===== config.mk =====
export PLATFORM = sky130hd
export DESIGN_NAME = sqrt_job_scheduler
export DESIGN_NICKNAME = d
export VERILOG_FILES = /design/src/rtl/sqrt_job_scheduler.sv
export SDC_FILE = /design/constraint.sdc
export NUM_CORES = 1
export LEC_CHECK = 0
export BUFFER_PORTS_ARGS = -buffer_cell sky130_fd_sc_hd__buf_2
export CAP_MARGIN = 20
export CELL_PAD_IN_SITES_DETAIL_PLACEMENT = 0
export CELL_PAD_IN_SITES_GLOBAL_PLACEMENT = 1
export CORE_MARGIN = 1.5
export CORE_UTILIZATION = 37
export DETAILED_ROUTE_END_ITERATION = 6
export PLACE_DENSITY = 0.88
export SYNTH_ARGS = -nofsm -noshare
export SYNTH_HDL_FRONTEND = slang
export SYNTH_SLANG_ARGS = --single-unit

===== constraint.sdc =====
create_clock -name clk -period 10.44 [get_ports clk]
set_input_delay 2.088 -clock clk [delete_from_list [all_inputs] [get_ports clk]]
set_output_delay 2.088 -clock clk [all_outputs]
set_load 0.01 [all_outputs]

===== src/rtl/sqrt_job_scheduler.sv =====
// sqrt_job_scheduler
//
// Round-robin scheduler that shares one square_root_finder core between
// NREQ requesters. A granted operand is latched onto core_in. The core is
// held cleared (core_run=0) for CLR_CYCLES cycles and then runs
// (core_run=1) for CORE_LAT cycles. The core output is captured on the last
// run cycle and held with the requester ID until the consumer takes it.
//
// Parameters:
//   NREQ       number of requesters (2..8)
//   CORE_LAT   cycles from core_run rising to a valid core_sqrt (>=1)
//   CLR_CYCLES cycles core_run is held low before each job (>=1)
//
// Ports:
//   clk        clock, all logic on posedge
//   rst        synchronous active-high reset
//   req_valid  per-requester operand valid
//   req_data   operands, requester i at [16*i+15:16*i]
//   req_ready  one-hot grant, combinational, only asserted in IDLE
//   core_in    operand driven to the core
//   core_run   core reset control (0 = cleared, 1 = computing)
//   core_sqrt  core result, treated as opaque
//   res_valid  result valid
//   res_data   captured result
//   res_id     requester index of the result
//   res_ready  result consumer ready
//   job_cnt    completed-job counter (only when SQRT_SCHED_PERF_EN is defined)
//
// Optional feature macro: SQRT_SCHED_PERF_EN adds the job_cnt port/counter.

module sqrt_job_scheduler #(
    parameter int NREQ       = 4,
    parameter int CORE_LAT   = 72,
    parameter int CLR_CYCLES = 5
) (
    input  logic               clk,
    input  logic               rst,
    input  logic [NREQ-1:0]    req_valid,
    input  logic [16*NREQ-1:0] req_data,
    output logic [NREQ-1:0]    req_ready,
    output logic [15:0]        core_in,
    output logic               core_run,
    input  logic [31:0]        core_sqrt,
    output logic               res_valid,
    output logic [31:0]        res_data,
    output logic [2:0]         res_id,
    input  logic               res_ready
`ifdef SQRT_SCHED_PERF_EN
    ,
    output logic [15:0]        job_cnt
`endif
);

    localparam int CNT_MAX = (CORE_LAT > CLR_CYCLES) ? CORE_LAT : CLR_CYCLES;
    localparam int CW      = $clog2(CNT_MAX + 1);

    typedef enum logic [1:0] {
        IDLE,
        CLEAR,
        RUN,
        HOLD
    } state_t;

    state_t            state;
    logic [CW-1:0]     cnt;
    logic [2:0]        ptr;

    logic              gnt_found;
    logic [2:0]        gnt_idx;
    logic [NREQ-1:0]   gnt_onehot;
    int unsigned       scan_idx;
    logic [2:0]        ptr_next;

    // Search upward from ptr with wrap-around; first valid requester wins.
    always_comb begin
        gnt_found  = 1'b0;
        gnt_idx    = '0;
        gnt_onehot = '0;
        scan_idx   = 0;
        for (int unsigned k = 0; k < NREQ; k++) begin
            scan_idx = ({29'b0, ptr} + k) % NREQ;
            if (!gnt_found && req_valid[scan_idx]) begin
                gnt_found            = 1'b1;
                gnt_idx              = 3'(scan_idx);
                gnt_onehot[scan_idx] = 1'b1;
            end
        end
    end

    assign req_ready = (state == IDLE) ? gnt_onehot : '0;
    assign ptr_next  = (gnt_idx == 3'(NREQ - 1)) ? 3'd0 : gnt_idx + 3'd1;

    always_ff @(posedge clk) begin
        if (rst) begin
            state     <= IDLE;
            ptr       <= '0;
            cnt       <= '0;
            core_run  <= 1'b0;
            core_in   <= '0;
            res_valid <= 1'b0;
            res_data  <= '0;
            res_id    <= '0;
`ifdef SQRT_SCHED_PERF_EN
            job_cnt   <= '0;
`endif
        end else begin
            case (state)
                IDLE: begin
                    if (gnt_found) begin
                        core_in <= req_data[16*gnt_idx +: 16];
                        res_id  <= gnt_idx;
                        ptr     <= ptr_next;
                        cnt     <= '0;
                        state   <= CLEAR;
                    end
                end
                CLEAR: begin
                    if (cnt == CW'(CLR_CYCLES - 1)) begin
                        cnt      <= '0;
                        core_run <= 1'b1;
                        state    <= RUN;
                    end else begin
                        cnt <= cnt + CW'(1);
                    end
                end
                RUN: begin
                    // Capture on the last run cycle while the core is still released.
                    if (cnt == CW'(CORE_LAT - 1)) begin
                        res_data  <= core_sqrt;
                        res_valid <= 1'b1;
                        core_run  <= 1'b0;
                        cnt       <= '0;
                        state     <= HOLD;
                    end else begin
                        cnt <= cnt + CW'(1);
                    end
                end
                HOLD: begin
                    if (res_ready) begin
                        res_valid <= 1'b0;
                        state     <= IDLE;
`ifdef SQRT_SCHED_PERF_EN
                        job_cnt   <= job_cnt + 16'd1;
`endif
                    end
                end
                default: state <= IDLE;
            endcase
        end
    end

endmodule


==> metrics.txt, run 1 <==
# TYPE chip_impl_metric gauge
chip_impl_info{name="yosysTopAreaCell",value="dfxtp_1"} 1
chip_impl_metric{name="grt_first_pass_wirelength",unit="microns"} 18200
chip_impl_metric{name="met2RoutedLength",unit="microns"} 5450
chip_impl_metric{name="netSwitchingPower",unit="W"} 0.000462
chip_impl_metric{name="core_area",unit="sq mm"} 0.0103
chip_impl_info{name="grt_setup_unrepaired",value="no"} 1
chip_impl_metric{name="p_int",unit="W"} 0.000672
chip_impl_metric{name="grt_pass1_vias",unit=""} 3870
chip_impl_metric{name="post_synth_fa_ha_maj_area_fraction",unit="%"} 4.16
chip_impl_metric{name="power_per_cell_area",unit="mW/mm^2"} 225
chip_impl_metric{name="drt-pass1-iter-count",unit=""} 4
chip_impl_info{name="dominant_combinational_cell_family_by_area_after_synthesis",value="compound AO/OA/AOI/OAI gates"} 1
chip_impl_metric{name="cts_resized",unit=""} 0
chip_impl_metric{name="fin_crit_sh",unit="%"} 55.6
chip_impl_metric{name="synth_mux_area_share",unit="%"} 12.1
chip_impl_metric{name="post_syn_area",unit="sq mm"} 0.00391
chip_impl_metric{name="final_hold_viol_count",unit=""} 0
chip_impl_metric{name="post-cts-setup-buffers",unit=""} 0
chip_impl_metric{name="postSynthRegisterBits",unit=""} 63
chip_impl_metric{name="max_cap_viol_count",unit=""} 0
chip_impl_metric{name="die_x",unit="microns"} 106
chip_impl_info{name="path_class",value="primary input to primary output"} 1
chip_impl_metric{name="cts.htree.levels",unit=""} 3
chip_impl_metric{name="final-max-slew-violation-count",unit=""} 0
chip_impl_metric{name="cp_num_buf_inv",unit=""} 2
chip_impl_info{name="path_cells",value="buf_2 > mux4_2 > nor2b_1 > a22o_1 > nand2_1 > a31oi_1 > buf_2"} 1
chip_impl_metric{name="synth_xor_area_share",unit="%"} 0.896
chip_impl_metric{name="synth_fp_nets",unit=""} 616
chip_impl_metric{name="timing.fmax",unit="MHz"} 172
chip_impl_metric{name="finalCriticalPeriod",unit="ps"} 5800
chip_impl_metric{name="global_route.usage.total",unit="%"} 20.1
chip_impl_metric{name="wl_met3",unit="microns"} 875
chip_impl_metric{name="antenna_found_initial",unit=""} 0
chip_impl_metric{name="critical_path_rt",unit="ps"} 8350
chip_impl_metric{name="layout-drive-gt1-share",unit="%"} 29.8
chip_impl_metric{name="synth_enable_flop_cells",unit=""} 0
chip_impl_metric{name="drt_first_iter_violations",unit=""} 197
chip_impl_metric{name="clock_tree.buffer_depth",unit=""} 2
chip_impl_metric{name="cts.reportedPaths.clkPinSlew",unit="ps"} 60
chip_impl_metric{name="cellLeakagePower",unit="nW"} 2.35
chip_impl_info{name="hp-class",value="flop to flop"} 1
chip_impl_info{name="worst_path_max_delay_cell",value="mux4_2"} 1
chip_impl_metric{name="vias_per_cell",unit=""} 5.40
chip_impl_metric{name="layout_stage_area_growth_over_the_synthesis_result",unit="%"} 28.8
chip_impl_metric{name="comb_power_share",unit="%"} 51.5
chip_impl_metric{name="synth_async_sr_flop_share",unit="%"} 0
chip_impl_metric{name="synth.top_cell.area_share",unit="%"} 32.2
chip_impl_metric{name="yosysUniqueCellTypes",unit=""} 51
chip_impl_metric{name="syn-mean-instance-area",unit="sq um"} 7.82
chip_impl_metric{name="dieArea",unit="sq mm"} 0.0112
chip_impl_metric{name="synth_area_in_compound_gates",unit="%"} 25.3
chip_impl_metric{name="rows",unit=""} 37
chip_impl_metric{name="max-vdd-ir-drop",unit="mV"} 0.0948
chip_impl_info{name="cts_tree",value="built"} 1
chip_impl_metric{name="post-route-util",unit="%"} 49.0
chip_impl_metric{name="worst-slew-pin-transition",unit="ps"} 1050
chip_impl_metric{name="yosys_warnings",unit=""} 0
chip_impl_info{name="yosys_most_used_dff",value="dfxtp_1"} 1
chip_impl_metric{name="grt_max_degree",unit=""} 43
chip_impl_metric{name="netSwitchingFraction",unit="%"} 40.7
chip_impl_metric{name="cts_hold_buf",unit=""} 0
chip_impl_info{name="end_kind",value="primary output"} 1
chip_impl_metric{name="power.share.sequential",unit="%"} 26.2
chip_impl_info{name="top_layer",value="met4"} 1
chip_impl_metric{name="grt.overflow.total",unit=""} 0
chip_impl_metric{name="crit_arrival",unit="ps"} 3710
chip_impl_metric{name="route.vias.total",unit=""} 4213
chip_impl_metric{name="io_buffers",unit=""} 158
chip_impl_metric{name="seq_area_frac_synth",unit="%"} 32.2
chip_impl_metric{name="routed_wirelength",unit="microns"} 11500
chip_impl_metric{name="critical-path-max-stage-delay",unit="ps"} 560
chip_impl_info{name="timing.critical_path.max_delay_family",value="multiplexers"} 1
chip_impl_metric{name="fin_hold_ws",unit="ps"} 453
chip_impl_info{name="root_buffer",value="clkbuf_8"} 1
chip_impl_metric{name="finalNetCount",unit=""} 755
chip_impl_metric{name="worst-path-max-fanout",unit=""} 13
chip_impl_metric{name="clock_sinks",unit=""} 63
chip_impl_metric{name="synth-simple-area-share",unit="%"} 18.3
chip_impl_metric{name="start_util",unit="%"} 38.1
chip_impl_metric{name="globalplace.congestion",unit=""} 0.867
chip_impl_metric{name="cts_buffers",unit=""} 9
chip_impl_metric{name="syn-instance-count",unit=""} 500
chip_impl_metric{name="worst_slew_margin_rel",unit="%"} 30.1
chip_impl_metric{name="detail_route.wl_per_cell",unit="microns"} 14.7
chip_impl_info{name="netlist_top_cells_area",value="dfxtp_1 (32%), nand2_1 (10%), mux2i_1 (9.2%)"} 1
chip_impl_metric{name="power.share.clock",unit="%"} 22.3
chip_impl_metric{name="remaining_drc_errors",unit=""} 0
chip_impl_metric{name="finalSetupViolations",unit=""} 0
chip_impl_metric{name="die_h",unit="microns"} 106
chip_impl_metric{name="place.detailed.hpwl",unit="microns"} 8430
chip_impl_metric{name="setup_tns",unit="ps"} 0
chip_impl_metric{name="insertion_delay_to_the_later_sink_of_the_worst_skew_pair",unit="ps"} 330
chip_impl_metric{name="wirelength_met1",unit="microns"} 4940
chip_impl_info{name="cp_common_cell",value="buf_2"} 1
chip_impl_metric{name="final_antenna_net_count",unit=""} 0
chip_impl_info{name="worstSetupStartpointType",value="primary input"} 1
chip_impl_metric{name="clock_skew",unit="ps"} 7.04
chip_impl_info{name="status",value="finished clean"} 1
chip_impl_metric{name="io_pins",unit=""} 160
chip_impl_metric{name="insertedDiodeCount",unit=""} 0
[metal layers]
layer | vias up | track usage (%)
met1 | 1950 | 25.4
met5 | - | 0
met3 | 23 | 4.27
met4 | 0 | 7.53
met2 | 196 | 33.4
li1 | 2044 | -
[worst paths after layout]
| kind | slack, ps | depth (start not counted) | endpoint | from |
|---|---|---|---|---|
| worst max-delay path | 4640 | 7 | req_ready[2] | req_valid[0] |
| worst min-delay path | 450 | 2 | res_data[2] | res_data[2] |
| worst max register to register | 6100 | 7 | ptr[1] | ptr[0] |
| worst min register to register | 450 | 2 | res_data[2] | res_data[2] |
[kinds of logic (layout without fill, tap and decap cells)]
family | Yosys count | count (layout)
muxes | 42 | 42
and+or+nand+nor | 168 | 168
other | 1 | 1
buffers and inverters | 66 | 210
adders and majority gates | 13 | 13
AOI/OAI and AO/OA | 143 | 143
DFF | 63 | 63
xor gates and xnor gates | 4 | 4
[metrics by stage]
stage	cells	cell area [sq um]	setup WS, ps	total power (W)
floorplan	500	3910	4880	0.000732
global placement	761	4750	4800	0.000858
detailed placement	761	4750	4670	0.000876
CTS	777	4990	4670	0.00113
global route	780	5040	4570	0.00121
finish	780	5040	4640	0.00113
[area by class of cell]
| cell class | instances | area [sq um] |
|---|---|---|
| Inverter | 28 | 105 |
| Multi-Input combinational cell | 371 | 2380 |
| Clock buffer | 14 | 183 |
| Fill cell | 1015 | 5240 |
| Clock inverter | 2 | 60.1 |
| Tap cell | 136 | 170 |
| Sequential cell | 63 | 1260 |
| Timing Repair Buffer | 166 | 875 |
[cell usage in the layout (no fill, tap or decap), drive strengths merged, types with 8 or more instances in the layout]
| master | instances |
|---|---|
| nor2 | 30 |
| mux2i | 36 |
| buf | 166 |
| o31ai | 17 |
| ha | 13 |
| o221ai | 16 |
| a21boi | 16 |
| inv | 27 |
| a21oi | 44 |
| clkbuf | 14 |
| a211oi | 20 |
| dfxtp | 63 |
| o21ai | 8 |
| nand2 | 104 |
[power by group through the flow]
| stage | logic, W | registers (W) | clock network, W |
|---|---|---|---|
| 2_1_floorplan | 0.000425 | 0.000308 | 0 |
| 3_3_place_gp | 0.000558 | 0.000300 | 0 |
| 3_5_place_dp | 0.000575 | 0.000302 | 0 |
| 4_1_cts | 0.000577 | 0.000297 | 0.000259 |
| 5_1_grt | 0.000639 | 0.000301 | 0.000274 |
| 6_report | 0.000585 | 0.000297 | 0.000253 |
[worst min-delay path, stage by stage, from the launching register on]
cell and delay (ps):
dfxtp_1 310, nand2_1 50, a21oi_1 50
[state kept, by name, indices dropped and copies added (netlist names)]
register   cells
cnt            7
core_in       16
core_run       1
ptr            2
res_data      32
res_id         2
res_valid      1
state          2
[synth_stat cells (all sizes together) (3+ instances only)]
master	instances
nand2	104
dfxtp	63
a21oi	44
mux2i	36
clkbuf	31
nor2	30
inv	27
a211oi	20
o31ai	17
a21boi	16
o221ai	16
ha	13
o21ai	8
buf	7
nand3	7
a31oi	5
nor2b	5
a22o	4
mux4	4
nand2b	3
nor3	3
nor3b	3
or3	3
xor2	3
(Power assumes the default switching activity.)
==> inputs of run 2 (changes only) <==
--- a/config.mk
+++ b/config.mk
@@ -10,9 +10,9 @@
 export CELL_PAD_IN_SITES_DETAIL_PLACEMENT = 0
 export CELL_PAD_IN_SITES_GLOBAL_PLACEMENT = 1
 export CORE_MARGIN = 1.5
-export CORE_UTILIZATION = 37
+export CORE_UTILIZATION = 34
 export DETAILED_ROUTE_END_ITERATION = 6
-export PLACE_DENSITY = 0.88
+export PLACE_DENSITY = 0.82
 export SYNTH_ARGS = -nofsm -noshare
 export SYNTH_HDL_FRONTEND = slang
 export SYNTH_SLANG_ARGS = --single-unit
==> constraint.sdc (replaced) <==
create_clock -name clk -period 5.62 [get_ports clk]
set_input_delay 1.124 -clock clk [delete_from_list [all_inputs] [get_ports clk]]
set_output_delay 1.124 -clock clk [all_outputs]
set_load 0.01 [all_outputs]
==> run 2 against run 1 <==
  * Combinational power rose by 83%
  * First-iteration DRC count increased by 19%
  * Final cell count increased by 0.26%
  * Clock power is 130% higher
  * Critical path depth grew 2
  * Largest cell class unchanged
==> metrics.txt, run 2 (synthesis results as in run 1) <==
# TYPE chip_impl_metric gauge
chip_impl_metric{name="max_cap_viol_count",unit=""} 0
chip_impl_metric{name="cts.reportedPaths.clkPinSlew",unit="ps"} 60
chip_impl_metric{name="final_cell_count_no_fill",unit=""} 782
chip_impl_metric{name="final_antenna_net_count",unit=""} 0
chip_impl_metric{name="timing.fmax",unit="MHz"} 198
chip_impl_metric{name="post_dp_cell_area",unit="sq mm"} 0.00477
chip_impl_metric{name="worst_slew_margin_rel",unit="%"} 26.8
chip_impl_metric{name="post-cts-setup-buffers",unit=""} 0
chip_impl_metric{name="layout-drive-gt1-share",unit="%"} 29.6
chip_impl_metric{name="die_h",unit="microns"} 110
chip_impl_info{name="critical_path.endpoint",value="req_ready[1]"} 1
chip_impl_metric{name="post-route-cell-area",unit="sq mm"} 0.00508
chip_impl_metric{name="detail_route.wl_per_cell",unit="microns"} 14.7
chip_impl_info{name="hp-class",value="flop to flop"} 1
chip_impl_metric{name="n_fill_cell",unit=""} 1122
chip_impl_metric{name="grt_first_pass_wirelength",unit="microns"} 18100
chip_impl_metric{name="clock_sinks",unit=""} 63
chip_impl_info{name="worst_r2r_startpoint",value="ptr[0]"} 1
chip_impl_metric{name="finalNetCount",unit=""} 753
chip_impl_metric{name="io_buffers",unit=""} 158
chip_impl_info{name="cts_tree",value="built"} 1
chip_impl_metric{name="dieArea",unit="sq mm"} 0.0122
chip_impl_metric{name="insertion_delay_to_the_later_sink_of_the_worst_skew_pair",unit="ps"} 320
chip_impl_info{name="layout.cells.most_common_list",value="buf_2 (158), nand2_1 (104), dfxtp_1 (63)"} 1
chip_impl_info{name="grt_setup_unrepaired",value="no"} 1
chip_impl_info{name="root_buffer",value="clkbuf_16"} 1
chip_impl_metric{name="dp.cells",unit=""} 766
chip_impl_metric{name="reg2reg_depth",unit=""} 8
chip_impl_info{name="path_class",value="flop to primary output"} 1
chip_impl_metric{name="cts_buffers",unit=""} 9
chip_impl_metric{name="globalplace.congestion",unit=""} 0.861
chip_impl_metric{name="route.vias.total",unit=""} 4081
chip_impl_metric{name="io_pins",unit=""} 160
chip_impl_metric{name="area.sequential",unit="sq mm"} 0.00126
chip_impl_info{name="regToRegEndpoint",value="ptr[1]"} 1
chip_impl_info{name="worstSetupStartpoint",value="ptr[0]"} 1
chip_impl_metric{name="worst-path-max-fanout",unit=""} 39
chip_impl_metric{name="crit_arrival",unit="ps"} 3920
chip_impl_info{name="worstSetupStartpointType",value="flop"} 1
chip_impl_metric{name="worst-slew-pin-transition",unit="ps"} 1090
chip_impl_metric{name="start_util",unit="%"} 35.5
chip_impl_metric{name="grt_pass1_vias",unit=""} 3898
chip_impl_metric{name="power_per_cell_area",unit="mW/mm^2"} 435
chip_impl_metric{name="global_route.usage.total",unit="%"} 18.6
chip_impl_metric{name="clock_tree.buffer_depth",unit=""} 2
chip_impl_metric{name="remaining_drc_errors",unit=""} 0
chip_impl_metric{name="vias_per_cell",unit=""} 5.22
chip_impl_metric{name="finalCriticalPeriod",unit="ps"} 5050
chip_impl_info{name="end_kind",value="primary output"} 1
chip_impl_metric{name="worst-r2r-setup-slack",unit="ps"} 860
chip_impl_metric{name="cts.htree.levels",unit=""} 3
chip_impl_metric{name="final_hold_viol_count",unit=""} 0
chip_impl_info{name="biggestRegsByFlops",value="res_data: 32 flops, core_in: 16 flops, cnt: 7 flops"} 1
chip_impl_metric{name="die_x",unit="microns"} 110
chip_impl_metric{name="grt_max_degree",unit=""} 43
chip_impl_metric{name="drt_first_iter_violations",unit=""} 235
chip_impl_info{name="final_common_cell",value="buf_2"} 1
chip_impl_metric{name="fin_crit_sh",unit="%"} 89.8
chip_impl_info{name="min_from",value="res_data[22]"} 1
chip_impl_metric{name="largest_register_ffs",unit=""} 32
chip_impl_metric{name="cts_resized",unit=""} 0
chip_impl_metric{name="multiInputGateArea",unit="sq mm"} 0.00238
chip_impl_metric{name="antenna_found_initial",unit=""} 0
chip_impl_metric{name="core_area",unit="sq mm"} 0.0110
chip_impl_metric{name="setup_tns",unit="ps"} 0
chip_impl_metric{name="place.detailed.hpwl",unit="microns"} 8460
chip_impl_info{name="status",value="finished clean"} 1
chip_impl_metric{name="cts_hold_buf",unit=""} 0
chip_impl_metric{name="rows",unit=""} 38
chip_impl_metric{name="critical_path_rt",unit="ps"} 4500
chip_impl_metric{name="insertedDiodeCount",unit=""} 0
chip_impl_metric{name="layout_stage_area_growth_over_the_synthesis_result",unit="%"} 29.9
chip_impl_metric{name="max-vdd-ir-drop",unit="mV"} 0.187
chip_impl_info{name="registers.top_by_ff_count",value="res_data"} 1
chip_impl_metric{name="drt-pass1-iter-count",unit=""} 4
chip_impl_metric{name="cellLeakagePower",unit="nW"} 2.36
chip_impl_metric{name="clock_skew",unit="ps"} 7.21
chip_impl_metric{name="routed_wirelength",unit="microns"} 11500
chip_impl_metric{name="final-max-slew-violation-count",unit=""} 0
chip_impl_metric{name="finalSetupViolations",unit=""} 0
chip_impl_metric{name="grt.overflow.total",unit=""} 0
-- run 2: worst max-delay path, stage by stage, from the launching register on --
cell and delay, ps:
dfxtp_1 310, buf_4 380, clkinv_1 590, ha_1 760, mux4_2 650, nor2b_1 290, a22o_1 180, nand2_1 70
a31oi_1 220, buf_2 160
-- run 2: area by class of cell --
class,count,share of cell area (%)
clock buffers,10,4.51
clock inverters,6,1.67
inverters,28,2.07
multi-input cells,371,46.9
flip-flops and latches,63,24.8
well taps,140,3.45
repair buffers,164,16.5
-- run 2: worst min-delay path by stage --
| stage | cells after the start | end | slack (ps) |
|---|---|---|---|
| floorplan | 2 | cnt[0] | 460 |
| global placement | 2 | res_data[20] | 440 |
| detailed placement | 2 | core_in[6] | 440 |
| CTS | 2 | res_data[29] | 450 |
| global route | 2 | res_data[0] | 470 |
| finish | 2 | res_data[22] | 450 |
-- run 2: where the power goes --
part | total, W | internal, W | switching, W | leakage [nW]
Sequential | 0.000550 | 0.000509 | 0.0000409 | 0.512
Clock | 0.000588 | 0.000387 | 0.000202 | 0.148
Combinational | 0.00107 | 0.000437 | 0.000635 | 1.70
Total | 0.00221 | 0.00133 | 0.000878 | 2.36
-- run 2: through the flow --
stage               hold slack (ps)  util (%)  setup slack, ps  total power, W
floorplan                       462         -             1500         0.00136
global placement                439      43.1             1050         0.00160
detailed placement              444      43.2              884         0.00163
CTS                             452      46.1              578         0.00222
global route                    468      46.1              244         0.00237
finish                          449      46.1              572         0.00221
-- run 2: layer usage --
metal | global-route usage [%] | vias up | part of all wire, %
met5 | 0 | - | 0
met4 | 5.49 | 0 | 1.2
met3 | 4.82 | 12 | 8.4
met2 | 31.7 | 155 | 46
met1 | 22.9 | 1867 | 44
li1 | - | 2047 | -
==> inputs of run 3 (changes only) <==
--- a/config.mk
+++ b/config.mk
@@ -11,8 +11,9 @@
 export CELL_PAD_IN_SITES_GLOBAL_PLACEMENT = 1
 export CORE_MARGIN = 1.5
 export CORE_UTILIZATION = 34
+export CTS_CLUSTER_DIAMETER = 30
 export DETAILED_ROUTE_END_ITERATION = 6
-export PLACE_DENSITY = 0.82
+export PLACE_DENSITY_LB_ADDON = 0.12
 export SYNTH_ARGS = -nofsm -noshare
 export SYNTH_HDL_FRONTEND = slang
 export SYNTH_SLANG_ARGS = --single-unit
==> run 3 against run 2 <==
  * Power fell by 3.5%
  * Sequential cell count did not move
  * Non-clock buffer count rose by 2
  * Sequential share of layout area barely moved
  * Critical endpoint unchanged
==> metrics.txt, run 3 (synthesis results as in run 1) <==
# TYPE chip_impl_metric gauge
chip_impl_info{name="worstSetupStartpoint",value="ptr[0]"} 1
chip_impl_metric{name="globalplace.congestion",unit=""} 0.855
chip_impl_metric{name="post-route-cell-area",unit="sq mm"} 0.00508
chip_impl_metric{name="final_hold_viol_count",unit=""} 0
chip_impl_metric{name="cts_hold_buf",unit=""} 0
chip_impl_info{name="root_buffer",value="clkbuf_16"} 1
chip_impl_info{name="registers.top_by_ff_count",value="res_data"} 1
chip_impl_info{name="hp-class",value="flop to flop"} 1
chip_impl_metric{name="cts.reportedPaths.clkPinSlew",unit="ps"} 60
chip_impl_metric{name="n_fill_cell",unit=""} 1124
chip_impl_metric{name="io_buffers",unit=""} 158
chip_impl_metric{name="largest_register_ffs",unit=""} 32
chip_impl_metric{name="reg2reg_depth",unit=""} 7
chip_impl_metric{name="drt_first_iter_violations",unit=""} 207
chip_impl_metric{name="cts_resized",unit=""} 0
chip_impl_metric{name="worst_slew_margin_rel",unit="%"} 26.9
chip_impl_metric{name="dieArea",unit="sq mm"} 0.0122
chip_impl_info{name="grt_setup_unrepaired",value="no"} 1
chip_impl_metric{name="layout_stage_area_growth_over_the_synthesis_result",unit="%"} 29.8
chip_impl_info{name="worst_r2r_startpoint",value="ptr[0]"} 1
chip_impl_metric{name="finalCriticalPeriod",unit="ps"} 4530
chip_impl_metric{name="final_antenna_net_count",unit=""} 0
chip_impl_metric{name="drt-pass1-iter-count",unit=""} 4
chip_impl_metric{name="fin_crit_sh",unit="%"} 80.6
chip_impl_metric{name="die_x",unit="microns"} 110
chip_impl_metric{name="power_per_cell_area",unit="mW/mm^2"} 420
chip_impl_metric{name="clock_skew",unit="ps"} 10.3
chip_impl_metric{name="cts.htree.levels",unit=""} 3
chip_impl_metric{name="grt_pass1_vias",unit=""} 3670
chip_impl_metric{name="finalNetCount",unit=""} 755
chip_impl_metric{name="final-max-slew-violation-count",unit=""} 0
chip_impl_metric{name="finalSetupViolations",unit=""} 0
chip_impl_metric{name="timing.fmax",unit="MHz"} 221
chip_impl_metric{name="antenna_found_initial",unit=""} 0
chip_impl_metric{name="die_h",unit="microns"} 110
chip_impl_info{name="end_kind",value="primary output"} 1
chip_impl_metric{name="worst-path-max-fanout",unit=""} 20
chip_impl_metric{name="place.detailed.hpwl",unit="microns"} 8440
chip_impl_metric{name="vias_per_cell",unit=""} 5.08
chip_impl_metric{name="gr-usage-met2",unit="%"} 29.2
chip_impl_metric{name="gr-usage-met1",unit="%"} 24.5
chip_impl_info{name="final_common_cell",value="buf_2"} 1
chip_impl_info{name="layout.cells.most_common_list",value="buf_2 (158), nand2_1 (104), dfxtp_1 (63)"} 1
chip_impl_metric{name="core_area",unit="sq mm"} 0.0110
chip_impl_metric{name="routed_wirelength",unit="microns"} 11600
chip_impl_metric{name="grt.overflow.total",unit=""} 0
chip_impl_info{name="status",value="finished clean"} 1
chip_impl_info{name="critical_path.endpoint",value="req_ready[1]"} 1
chip_impl_metric{name="remaining_drc_errors",unit=""} 0
chip_impl_metric{name="cts_buffers",unit=""} 9
chip_impl_metric{name="start_util",unit="%"} 35.5
chip_impl_metric{name="io_pins",unit=""} 160
chip_impl_info{name="biggestRegsByFlops",value="res_data: 32 flops, core_in: 16 flops, cnt: 7 flops"} 1
chip_impl_metric{name="crit_arrival",unit="ps"} 3410
chip_impl_metric{name="route.vias.total",unit=""} 3985
chip_impl_metric{name="worst-slew-pin-transition",unit="ps"} 1100
chip_impl_metric{name="grt_max_degree",unit=""} 43
chip_impl_metric{name="insertion_delay_to_the_later_sink_of_the_worst_skew_pair",unit="ps"} 320
chip_impl_metric{name="post_dp_cell_area",unit="sq mm"} 0.00477
chip_impl_metric{name="clock_tree.buffer_depth",unit=""} 2
chip_impl_metric{name="gr-usage-met3",unit="%"} 5.58
chip_impl_metric{name="critical_path_rt",unit="ps"} 4500
chip_impl_metric{name="setup_tns",unit="ps"} 0
chip_impl_info{name="cts_tree",value="built"} 1
chip_impl_metric{name="cellLeakagePower",unit="nW"} 2.36
chip_impl_metric{name="grt_first_pass_wirelength",unit="microns"} 17900
chip_impl_info{name="path_class",value="flop to primary output"} 1
chip_impl_info{name="regToRegEndpoint",value="ptr[1]"} 1
chip_impl_metric{name="global_route.usage.total",unit="%"} 18.7
chip_impl_info{name="grt.busiest_layer",value="met2"} 1
chip_impl_metric{name="max_cap_viol_count",unit=""} 0
chip_impl_metric{name="rows",unit=""} 38
chip_impl_info{name="worstSetupStartpointType",value="flop"} 1
chip_impl_metric{name="detail_route.wl_per_cell",unit="microns"} 14.8
chip_impl_metric{name="post-cts-setup-buffers",unit=""} 0
chip_impl_metric{name="clock_sinks",unit=""} 63
chip_impl_metric{name="worst-r2r-setup-slack",unit="ps"} 1250
chip_impl_metric{name="max-vdd-ir-drop",unit="mV"} 0.190
chip_impl_metric{name="layout-drive-gt1-share",unit="%"} 29.8
==> run 3: changes by cell type in the layout (fill, tap and decap cells not counted), sizes merged <==
cell | previous run | this run
clkinv | 3 | 4
clkbuf | 10 | 11
diode | 0 | 1
buf | 164 | 166
bufinv | 2 | 0
==> run 3: metrics by stage <==
| stage | hold slack [ps] | utilization, % | instances | power [W] | setup WS (ps) |
|---|---|---|---|---|---|
| after floorplan | 462 | - | 500 | 0.00136 | 1500 |
| after global placement | 440 | 43.2 | 766 | 0.00161 | 1310 |
| after detailed placement | 444 | 43.2 | 767 | 0.00163 | 1180 |
| after CTS | 452 | 45.7 | 783 | 0.00216 | 1070 |
| after global routing | 468 | 46.0 | 784 | 0.00229 | 834 |
| final | 450 | 46.0 | 785 | 0.00213 | 1090 |
==> run 3: critical path: stages, from the launching register on <==
cell,delay (ps)
dfxtp_1,320
clkinv_1,500
ha_1,800
mux4_2,640
nor2b_1,280
a22o_1,180
nand2_1,50
a31oi_1,170
buf_2,150
==> run 3: how the worst min path moves through the flow <==
| stage | startpoint | to | slack, ps | cells past startpoint |
|---|---|---|---|---|
| global route | res_data[29] | res_data[29] | 470 | 2 |
| detailed placement | res_data[21] | res_data[21] | 440 | 2 |
| global placement | res_data[31] | res_data[31] | 440 | 2 |
| floorplan | cnt[0] | cnt[0] | 460 | 2 |
| finish | res_data[26] | res_data[26] | 450 | 2 |
| CTS | res_data[21] | res_data[21] | 450 | 2 |
==> run 3: report_power, final <==
part	internal [W]	switching, W
combinational	0.000438	0.000630
clock	0.000309	0.000204
sequential	0.000509	0.0000409
==> run 3: cell type report <==
cell class | count | area (sq um) | share of cell area (%)
timing repair buffer | 166 | 871 | 17.2
antenna | 1 | 2.50 | 0.0493
tap | 140 | 175 | 3.45
sequential | 63 | 1260 | 24.8
clock buffer | 11 | 243 | 4.78
clock inverter | 5 | 33.8 | 0.666
inverter | 28 | 105 | 2.07
multi-input combinational | 371 | 2380 | 47.0
==> run 3: layer usage <==
metal	part of all wire (%)	wire, microns
met1	46	5320
met3	7.2	832
met2	46	5330
met5	0	0
met4	1.1	133
